### src/rtl/debounce_pkg.sv
// Shared state encodings and default parameters for the button debouncer.
package debounce_pkg;

  typedef enum logic [1:0] {
    IDLE_LOW  = 2'd0,
    WAIT_HIGH = 2'd1,
    IDLE_HIGH = 2'd2,
    WAIT_LOW  = 2'd3
  } db_state_t;

  localparam int unsigned DEF_SYNC_STAGES   = 2;
  localparam int unsigned DEF_STABLE_CYCLES = 16;
  localparam int unsigned DEF_LONG_CYCLES   = 1024;

endpackage

### src/rtl/btn_sync.sv
// SYNC_STAGES-deep resettable flop chain bringing an asynchronous input into the clk domain.
module btn_sync
  import debounce_pkg::*;
#(
  parameter int unsigned SYNC_STAGES = DEF_SYNC_STAGES
) (
  input  logic clk,
  input  logic reset,
  input  logic d,
  output logic q
);

  logic [SYNC_STAGES-1:0] chain;

  always_ff @(posedge clk or posedge reset) begin
    if (reset) begin
      chain <= '0;
    end else begin
      chain <= {chain[SYNC_STAGES-2:0], d};
    end
  end

  assign q = chain[SYNC_STAGES-1];

endmodule

### src/rtl/button_debouncer.sv
// Synchronizer plus 4-state debounce FSM producing a clean level and edge pulses.
// Optional held-press detector built only when LONG_PRESS_EN is defined.
module button_debouncer
  import debounce_pkg::*;
#(
  parameter int unsigned SYNC_STAGES   = DEF_SYNC_STAGES,
  parameter int unsigned STABLE_CYCLES = DEF_STABLE_CYCLES,
  parameter int unsigned LONG_CYCLES   = DEF_LONG_CYCLES
) (
  input  logic clk,
  input  logic reset,
  input  logic btn_in,
  output logic btn_level,
  output logic btn_rise,
  output logic btn_fall,
  output logic busy,
  output logic long_press
);

  localparam int unsigned CNT_W = $clog2(STABLE_CYCLES + 1);
  localparam logic [CNT_W-1:0] CNT_MAX = CNT_W'(STABLE_CYCLES);

  generate
    if (SYNC_STAGES < 2 || SYNC_STAGES > 4 || STABLE_CYCLES < 1 || LONG_CYCLES < 1) begin : g_bad_params
      $error("button_debouncer: illegal parameter value");
    end
  endgenerate

  logic            sync;
  db_state_t       state;
  logic [CNT_W-1:0] cnt;

  btn_sync #(
    .SYNC_STAGES(SYNC_STAGES)
  ) u_sync (
    .clk  (clk),
    .reset(reset),
    .d    (btn_in),
    .q    (sync)
  );

  always_ff @(posedge clk or posedge reset) begin
    if (reset) begin
      state     <= IDLE_LOW;
      cnt       <= '0;
      btn_level <= 1'b0;
      btn_rise  <= 1'b0;
      btn_fall  <= 1'b0;
    end else begin
      btn_rise <= 1'b0;
      btn_fall <= 1'b0;
      case (state)
        IDLE_LOW: begin
          if (sync) begin
            state <= WAIT_HIGH;
            cnt   <= CNT_W'(1);
          end else begin
            cnt <= '0;
          end
        end
        WAIT_HIGH: begin
          // any bounce discards all accumulated credit
          if (!sync) begin
            state <= IDLE_LOW;
            cnt   <= '0;
          end else if (cnt == CNT_MAX) begin
            state     <= IDLE_HIGH;
            cnt       <= '0;
            btn_level <= 1'b1;
            btn_rise  <= 1'b1;
          end else begin
            cnt <= cnt + 1'b1;
          end
        end
        IDLE_HIGH: begin
          if (!sync) begin
            state <= WAIT_LOW;
            cnt   <= CNT_W'(1);
          end else begin
            cnt <= '0;
          end
        end
        WAIT_LOW: begin
          if (sync) begin
            state <= IDLE_HIGH;
            cnt   <= '0;
          end else if (cnt == CNT_MAX) begin
            state     <= IDLE_LOW;
            cnt       <= '0;
            btn_level <= 1'b0;
            btn_fall  <= 1'b1;
          end else begin
            cnt <= cnt + 1'b1;
          end
        end
        default: begin
          state <= IDLE_LOW;
          cnt   <= '0;
        end
      endcase
    end
  end

  assign busy = (state == WAIT_HIGH) || (state == WAIT_LOW);

`ifdef LONG_PRESS_EN
  localparam int unsigned LONG_W = $clog2(LONG_CYCLES + 1);
  localparam logic [LONG_W-1:0] LONG_MAX = LONG_W'(LONG_CYCLES);

  logic [LONG_W-1:0] long_cnt;
  logic              rise_commit;
  logic              fall_commit;

  // Commit conditions decoded from the same terms the FSM uses, so the long
  // counter clears in the cycle btn_rise/btn_fall get registered.
  assign rise_commit = (state == WAIT_HIGH) && sync  && (cnt == CNT_MAX);
  assign fall_commit = (state == WAIT_LOW)  && !sync && (cnt == CNT_MAX);

  always_ff @(posedge clk or posedge reset) begin
    if (reset) begin
      long_cnt   <= '0;
      long_press <= 1'b0;
    end else begin
      long_press <= 1'b0;
      if (rise_commit || fall_commit) begin
        long_cnt <= '0;
      end else if (btn_level && (long_cnt != LONG_MAX)) begin
        long_cnt <= long_cnt + 1'b1;
        if (long_cnt == LONG_MAX - 1'b1) begin
          long_press <= 1'b1;
        end
      end
    end
  end
`else
  assign long_press = 1'b0;
`endif

endmodule

### config.mk
export PLATFORM = sky130hd
export DESIGN_NAME = button_debouncer
export DESIGN_NICKNAME = d
export VERILOG_FILES = /design/src/rtl/debounce_pkg.sv /design/src/rtl/btn_sync.sv /design/src/rtl/button_debouncer.sv
export SDC_FILE = /design/constraint.sdc
export NUM_CORES = 1
export LEC_CHECK = 0
export BUFFER_PORTS_ARGS = -buffer_cell sky130_fd_sc_hd__buf_4
export CAP_MARGIN = 30
export CORE_AREA = 2 2 39 41
export CTS_BUF_LIST = sky130_fd_sc_hd__clkbuf_4 sky130_fd_sc_hd__clkbuf_8
export DETAILED_ROUTE_END_ITERATION = 10
export DIE_AREA = 0 0 41 43
export PLACE_DENSITY = 0.6
export SLEW_MARGIN = 40
export SYNTH_ARGS = -nofsm -noshare
export SYNTH_HDL_FRONTEND = slang
export SYNTH_SLANG_ARGS = --single-unit
export TNS_END_PERCENT = 1
### constraint.sdc
create_clock -name clk -period 3 [get_ports clk]
set_input_delay 0.3 -clock clk [delete_from_list [all_inputs] [get_ports clk]]
set_output_delay 0.3 -clock clk [all_outputs]
set_load 0.01 [all_outputs]
; Word level (Yosys, flattened, before mapping)
; Index checks and enable logic that the tools add are counted.
[op_classes]
addsub = 1
mul = 0
n_div = 0
n_lt_le_gt_ge = 0
n_eq_ne = 12
shift = 0
muxes = 23
n_bitwise = 0
reduce_logical = 5
[ops]
columns = operator, count
row1 = $pmux W5 S4, 1
row2 = $mux W5, 3
row3 = $mux W2, 6
row4 = $mux W1, 11
row5 = $ne A2 B2 Y1 const B, 4
row6 = $pmux W2 S4, 1
row7 = $add A5 B1 Y5 const B, 1
row8 = $eq A5 B5 Y1 const B, 1
row9 = $reduce_and A5 Y1, 1
row10 = $eq A2 B2 Y1 const B, 2
row11 = $ne A2 B1 Y1 const B, 2
row12 = $reduce_and A4 Y1, 1
row13 = $ne A3 B2 Y1 const B, 1
row14 = $ne A3 B3 Y1 const B, 1
row15 = $eq A2 B1 Y1 const B, 1
row16 = $logic_not A2 Y1, 1
row17 = $pmux W1 S2, 1
row18 = $reduce_bool A2 Y1, 1
row19 = $logic_or A1 B1 Y1, 1
[word_totals]
regBits = 12
latchBits = 0
ramBits = 0
rom_bits = 0
output_inout_bits = 5
mem_count = 0

; Logic depth before layout (Yosys ltp)
; Gate-level depths: netlist (run 1).
[logic_depth]
word_depth = 4
mapped_depth = 5
depth_no_buf = 5

; Hierarchy
; From an unflattened synthesis (run 1), not the netlist that was laid out.
[hier_totals]
cells_unflattened = 46
area_unflattened_um2 = 538.0
[by_module_without_submodules]
columns = mod, instances, cells_per_inst, area_per_inst_um2, seq_area_each_um2
row1 = button_debouncer, 1, 43, 484.2, 250.2
row2 = btn_sync, 1, 3, 53.8, 50.0

; Worst setup path before layout (run 1)
; OpenSTA, ideal clock, no wires.
[synth_timing]
kind = flip-flop to flip-flop
startpoint = register cnt[0]
endpoint = register with a tool-made name
arrival_ns = 1.196
setup_slack_ns = 1.679
stages_incl_launch_ff = 6
n_path_buf = 0
synth_period_minus_slack_ns = 1.321
path_cell_list = dfrtp_1 -> inv_1 -> ha_1 -> and4bb_2 -> nand2_2 -> mux2_4
[synth_lines]
columns = element, line_no
row1 = start: declaration, button_debouncer.sv:31  ; logic [CNT_W-1:0] cnt;
row2 = start signal: assignment, button_debouncer.sv:72  ; cnt <= cnt + 1'b1;
row3 = start signal: assignment, button_debouncer.sv:93  ; cnt <= cnt + 1'b1;

==> results of run 1 <==
[worst reg2reg max path: stages (launching register included)]
cell and delay [ns]:
dfrtp_1 0.41, inv_1 0.07, ha_1 0.13, and4bb_2 0.28, nand2_2 0.10, mux2_4 0.31
[cells by family (layout without fill, tap and decap cells)]
group                    Yosys count  count (layout)  share of synthesized area
AND/OR/NAND/NOR                   15              15                      0.186
flip-flops                        12              12                      0.581
buffers and inverters              6              13                     0.0508
XOR/XNOR                           4               4                     0.0678
AO/OA/AOI/OAI                      3               3                     0.0290
adder cells (fa/ha/maj)            2               2                     0.0484
other                              1               1                    0.00726
multiplexers                       1               1                     0.0290
[worst paths after layout]
kind | slack, ns | to | cells past startpoint
max in group asynchronous | 2.67 | u_sync.chain[1] | 2
hold reg to reg | 0.36 | u_sync.chain[1] | 0
setup reg to reg | 1.59 | flip-flop | 5
min in group clk | 0.13 | u_sync.chain[0] | 1
setup / recovery | 1.59 | flip-flop | 5
hold / removal | 0.02 | cnt[4] | 2
[report_power, final]
part,internal (mW),switching [mW],total (mW)
registers,0.166,0.00429,0.170
logic,0.00640,0.00764,0.0140
clock network,0.0466,0.0514,0.0980
total,0.218,0.0634,0.282
[per-stage QoR]
| step | worst slack [ns] | instance area, sq um |
|---|---|---|
| 2_1_floorplan | 1.68 | 517 |
| 3_3_place_gp | 1.64 | 571 |
| 3_5_place_dp | 1.61 | 571 |
| 4_1_cts | 1.60 | 593 |
| 5_1_grt | 1.52 | 593 |
| 6_report | 1.59 | 593 |
[cell usage in the layout (no fill, tap or decap), types with 2 or more instances in the layout]
| cell | instances |
|---|---|
| ha_1 | 2 |
| inv_1 | 4 |
| xor2_1 | 2 |
| a21oi_1 | 2 |
| buf_4 | 6 |
| and3_1 | 2 |
| xnor2_1 | 2 |
| nand3_1 | 2 |
| and2_1 | 2 |
| nor2_1 | 2 |
| clkbuf_4 | 3 |
| dfrtp_1 | 12 |
| nor3_1 | 2 |
[state kept, by name (all words and copies together) (netlist names), named ones only]
name and flops:
btn_level 1, btn_fall 1, btn_rise 1, u_sync.chain 2, state 1, cnt 5
[metal layers]
metal	part of all wire	vias to the layer above	wire (um)	global-route usage
met5	0	-	0	0
met4	0.062	0	46	0.120
met3	0.041	5	31	0.0471
met2	0.42	7	317	0.122
met1	0.47	153	352	0.172
li1	-	156	-	-
[final cells by class]
type / count / area share
multi-input cells: 26 / 0.321
well taps: 16 / 0.0338
clock buffers: 3 / 0.0380
flip-flops and latches: 12 / 0.506
inverters: 4 / 0.0253
repair buffers: 6 / 0.0759
==> impl_metrics.json, run 1 <==
{
  "status": "completed",
  "avgViaCountPerCell": 4.79,
  "pin_count": 8,
  "period_share": 0.470,
  "worstPathRequired_ns": 3.16,
  "synth-edff-count": 0,
  "cts.sinks": 12,
  "number_of_standard_cells_after_synthesis": 44,
  "die_x_um": 41,
  "post_synthesis_sequential_element_count": 12,
  "number_of_h_tree_levels": 1,
  "num-fill-cells": 136,
  "dpl.cell_count": 64,
  "yosysSeqAreaShare": 0.581,
  "power_density_mw_per_mm2": 475,
  "netlist.area_leader.share": 0.581,
  "netlist_top_cells_area": "dfrtp_1 (58%), ha_1 (4.8%), xnor2_1 (3.4%)",
  "timing.setup.tns_ns": 0,
  "worst_ep_arrival_time_ns": 1.57,
  "globalRouteOverflowTotal": 0,
  "port_buffers": 6,
  "hold_class": "input port to async pin",
  "hold_viol": 0,
  "final.min_clock_period_ns": 1.41,
  "path_class": "flip-flop to flip-flop",
  "place_congestion": 0.699,
  "avgSynthCellArea_sq_um": 11.7,
  "dr.pass1.iters": 2,
  "path_buf_inv": 1,
  "cts_root_buffer": "clkbuf_4",
  "cellLeakagePower_nw": 0.293,
  "critical_path_peak_fanout": 5,
  "number_of_warnings_issued_by_yosys": 0,
  "max_clock_freq_mhz": 709,
  "floorplan.initialDensity": 0.373,
  "remaining_design_rule_violation_count": 0,
  "cp_endpoint_kind": "flip-flop",
  "ff_latch_area_sq_um": 300,
  "die_y_um": 43,
  "irDropWorstVdd_mv": 0.236,
  "floorplan.die_area_sq_mm": 0.00176,
  "drv_slew": 0,
  "crit_path_top_delay_cell": "dfrtp_1",
  "area.growth.synth_to_final_pct": 14.8,
  "numCtsBuffers": 3,
  "timing.critical_path.cells": "inv_1, ha_1, and4bb_2, nand2_2, mux2_4",
  "post-cts-setup-buffers": 0,
  "final_layout_size_suffix_gt1_frac": 0.235,
  "global_route_wire_length_before_repair_um": 1270,
  "placement_rows": 14,
  "finish.utilization": 0.429,
  "postCtsResizedCells": 0,
  "power_total_uw": 282,
  "synth_cell_types": 21,
  "route.final.wire_length_um": 747,
  "max-cap-violations": 0,
  "largest_net_degree_at_the_start_of_global_routing": 13,
  "core_sq_mm": 0.00138,
  "post_synth_top_cells": "dfrtp_1 (12), inv_1 (4)",
  "hpwlAfterDp_um": 535,
  "detail_route.wl_per_cell_um": 11.1,
  "yosys_most_used_dff": "dfrtp_1",
  "clk_latency_worst_skew_pair_ns": 0.27,
  "synth.largest_area_cell": "dfrtp_1",
  "clk_pin_slew_worst_paths_ns": 0.07,
  "cts-root-to-sink-buffers": 2,
  "post_synth_instance_area_sq_um": 517,
  "fin_worst_skew_ns": 0.00313,
  "cts_hold_repair.buffers": 0,
  "grt_pass1_vias": 290,
  "detailroute.via_count": 321,
  "slowest_delay_ns": 0.41,
  "synth-async-reset-ratio": 1.00,
  "cpLargestDelayFamily": "flip-flops",
  "antenna_found_initial": 0,
  "stdcell_count": 67,
  "antenna_cells": 0,
  "synth.net_count": 49,
  "worst_setup_path_startpoint": "cnt[0]",
  "cts_tree": "done",
  "multi_input_comb_area_sq_um": 190,
  "launch_point_of_the_worst_reg_to_reg_path": "cnt[0]",
  "antenna_violating_nets_post_route": 0,
  "drt_iter0_drc": 5,
  "setup_viol_count_final": 0,
  "worst_hold_slack_ns": 0.0232,
  "rsz0062_at_grt": "false",
  "yosys.cell_count.top_type": "dfrtp_1",
  "finalNetCount": 58,
  "grt.total_usage": 0.119,
  "cp-start-kind": "flip-flop"
}
No activity file was read; power rests on OpenSTA's default activity.
==> run 2, diff against run 1 <==
ABC_AREA = 1   (was unset)
PLACE_DENSITY = 0.62   (was 0.6)
clock period = 1.4 ns   (was 3 ns; I/O delays follow)
==> impl_metrics.json, run 2 <==
{
  "timing.setup.tns_ns": 0,
  "cp-start-kind": "flip-flop",
  "die_y_um": 43,
  "power_density_mw_per_mm2": 969,
  "slowest_delay_ns": 0.41,
  "global_route_wire_length_before_repair_um": 1360,
  "number_of_warnings_issued_by_yosys": 0,
  "final_common_cell": "dfrtp_1",
  "mostFrequentLayoutCells": "dfrtp_1 (12), inv_1 (9), nand2_1 (7)",
  "max-cap-violations": 0,
  "grt.total_usage": 0.120,
  "yosys_most_used_dff": "dfrtp_1",
  "period_share": 0.860,
  "stdcell_count": 82,
  "largest_net_degree_at_the_start_of_global_routing": 13,
  "path_buf_inv": 2,
  "path_class": "flip-flop to flip-flop",
  "max_clock_freq_mhz": 831,
  "postCtsResizedCells": 0,
  "placement_rows": 14,
  "hold_viol": 0,
  "remaining_design_rule_violation_count": 0,
  "clk_latency_worst_skew_pair_ns": 0.27,
  "detail_route.wl_per_cell_um": 9.90,
  "numCtsBuffers": 3,
  "yosys.cell_count.top_type": "dfrtp_1",
  "crit_path_top_delay_cell": "dfrtp_1",
  "setup_viol_count_final": 0,
  "detailroute.via_count": 373,
  "die_x_um": 41,
  "cp_endpoint_kind": "flip-flop",
  "dpl.cell_count": 77,
  "synth_cell_types": 19,
  "final_layout_size_suffix_gt1_frac": 0.242,
  "number_of_h_tree_levels": 1,
  "synth.largest_area_cell": "dfrtp_1",
  "irDropWorstVdd_mv": 0.540,
  "yosysSeqAreaShare": 0.559,
  "antenna_violating_nets_post_route": 0,
  "floorplan.initialDensity": 0.388,
  "hpwlAfterDp_um": 634,
  "cts_tree": "done",
  "cts.sinks": 12,
  "number_of_standard_cells_after_synthesis": 57,
  "floorplan.die_area_sq_mm": 0.00176,
  "synth-edff-count": 0,
  "avgSynthCellArea_sq_um": 9.42,
  "fin_worst_skew_ns": 0.00741,
  "globalRouteOverflowTotal": 0,
  "avgViaCountPerCell": 4.55,
  "worst_path_most_repeated_cell": "nand2_1",
  "core_sq_mm": 0.00138,
  "cellLeakagePower_nw": 0.344,
  "synth.net_count": 62,
  "netlist.area_leader.share": 0.559,
  "post_synth_top_cells": "dfrtp_1 (12), inv_1 (9), nand2_1 (7)",
  "cts-root-to-sink-buffers": 2,
  "route.final.wire_length_um": 812,
  "power_total_uw": 613,
  "worst_ep_arrival_time_ns": 1.36,
  "post_synthesis_sequential_element_count": 12,
  "post_synth_instance_area_sq_um": 537,
  "netlist_top_cells_area": "dfrtp_1 (56%), inv_1 (6.3%), nand2_1 (4.9%)",
  "antenna_cells": 0,
  "place_congestion": 0.722,
  "drv_slew": 0,
  "finalNetCount": 73,
  "layout_top_registers": "cnt x5, u_sync.chain x2",
  "port_buffers": 6,
  "final.min_clock_period_ns": 1.20,
  "largest_register_ffs": 5,
  "registers.top_by_ff_count": "cnt",
  "antenna_found_initial": 0,
  "clk_pin_slew_worst_paths_ns": 0.07,
  "pin_count": 8,
  "drt_iter0_drc": 5,
  "post-cts-setup-buffers": 0,
  "cts_root_buffer": "clkbuf_4",
  "rsz0062_at_grt": "false",
  "finish.utilization": 0.458,
  "critical_path_peak_fanout": 3,
  "cpLargestDelayFamily": "flip-flops",
  "area.growth.synth_to_final_pct": 17.9,
  "num-fill-cells": 144,
  "grt_pass1_vias": 351,
  "dr.pass1.iters": 4,
  "hold_class": "flip-flop to flip-flop",
  "synth-async-reset-ratio": 1.00,
  "status": "completed",
  "timing.critical_path.cells": "inv_1, ha_1, nand2_1, inv_1, nand2_1, o21ai_1, nand2_1",
  "worstPathRequired_ns": 1.55
}
==> run 2: changes by cell type in the layout (fill, tap and decap cells not counted), moves of 2 or more <==
cell,delta
nand2_1,+7
inv_1,+5
nand3_1,+3
nor2_1,+3
and2_1,-2
and3_1,-2
dlygate4sd3_1,+2
inv_2,+2
nand3_2,+2
==> run 2: final timing paths <==
kind | from | to | slack (ns) | cells after the start
worst max-delay path | cnt[0] | btn_level | 0.20 | 7
worst min-delay path | u_sync.chain[0] | u_sync.chain[1] | 0.36 | 0
worst max register to register | cnt[0] | btn_level | 0.20 | 7
worst min register to register | u_sync.chain[0] | u_sync.chain[1] | 0.36 | 0
max in group asynchronous | reset | u_sync.chain[0] | 0.64 | 3
min in group asynchronous | reset | state[0] | 0.44 | 3
==> run 2: kinds of logic (layout without fill, tap and decap cells) <==
| family | Yosys count | after routing | share of synthesized area |
|---|---|---|---|
| other cells | 1 | 1 | 0.00699 |
| simple gates | 23 | 23 | 0.212 |
| xor+xnor | 3 | 3 | 0.0490 |
| compound gates | 3 | 3 | 0.0279 |
| fa+ha+maj | 2 | 2 | 0.0466 |
| flops | 12 | 12 | 0.559 |
| buf+inv | 13 | 22 | 0.0979 |
==> run 2: metal layers <==
layer,vias up,wire (um),global-route usage
li1,190,-,-
met3,5,25,0.0314
met2,8,421,0.191
met4,0,23,0.0800
met5,-,0,0
met1,170,340,0.131
==> run 2: what timing repair did <==
action	4_1_cts	5_1_grt
endpoints found under the setup margin	0	0
hold endpoints to repair	13	0
hold buffers	2	0
==> run 2: where the power goes <==
part	internal (mW)	switching, mW
logic	0.0189	0.0243
clock network	0.0994	0.107
registers	0.355	0.00887
total	0.473	0.141
==> run 2: final cells by class <==
type	count	area [sq um]	share of cell area
repair buffers	8	65.1	0.103
inverters	11	41.3	0.0652
well taps	16	20.0	0.0316
clock buffers	3	22.5	0.0356
flip-flops and latches	12	300	0.474
multi-input cells	32	184	0.291
==> run 2: through the flow <==
stage	cell area (sq um)	worst slack, ns	hold slack (ns)
finish	633	0.196	0.356
global route	633	0.0676	0.363
CTS	633	0.191	0.361
detailed placement	591	0.207	0.181
global placement	591	0.263	0.181
floorplan	537	0.343	0.00470
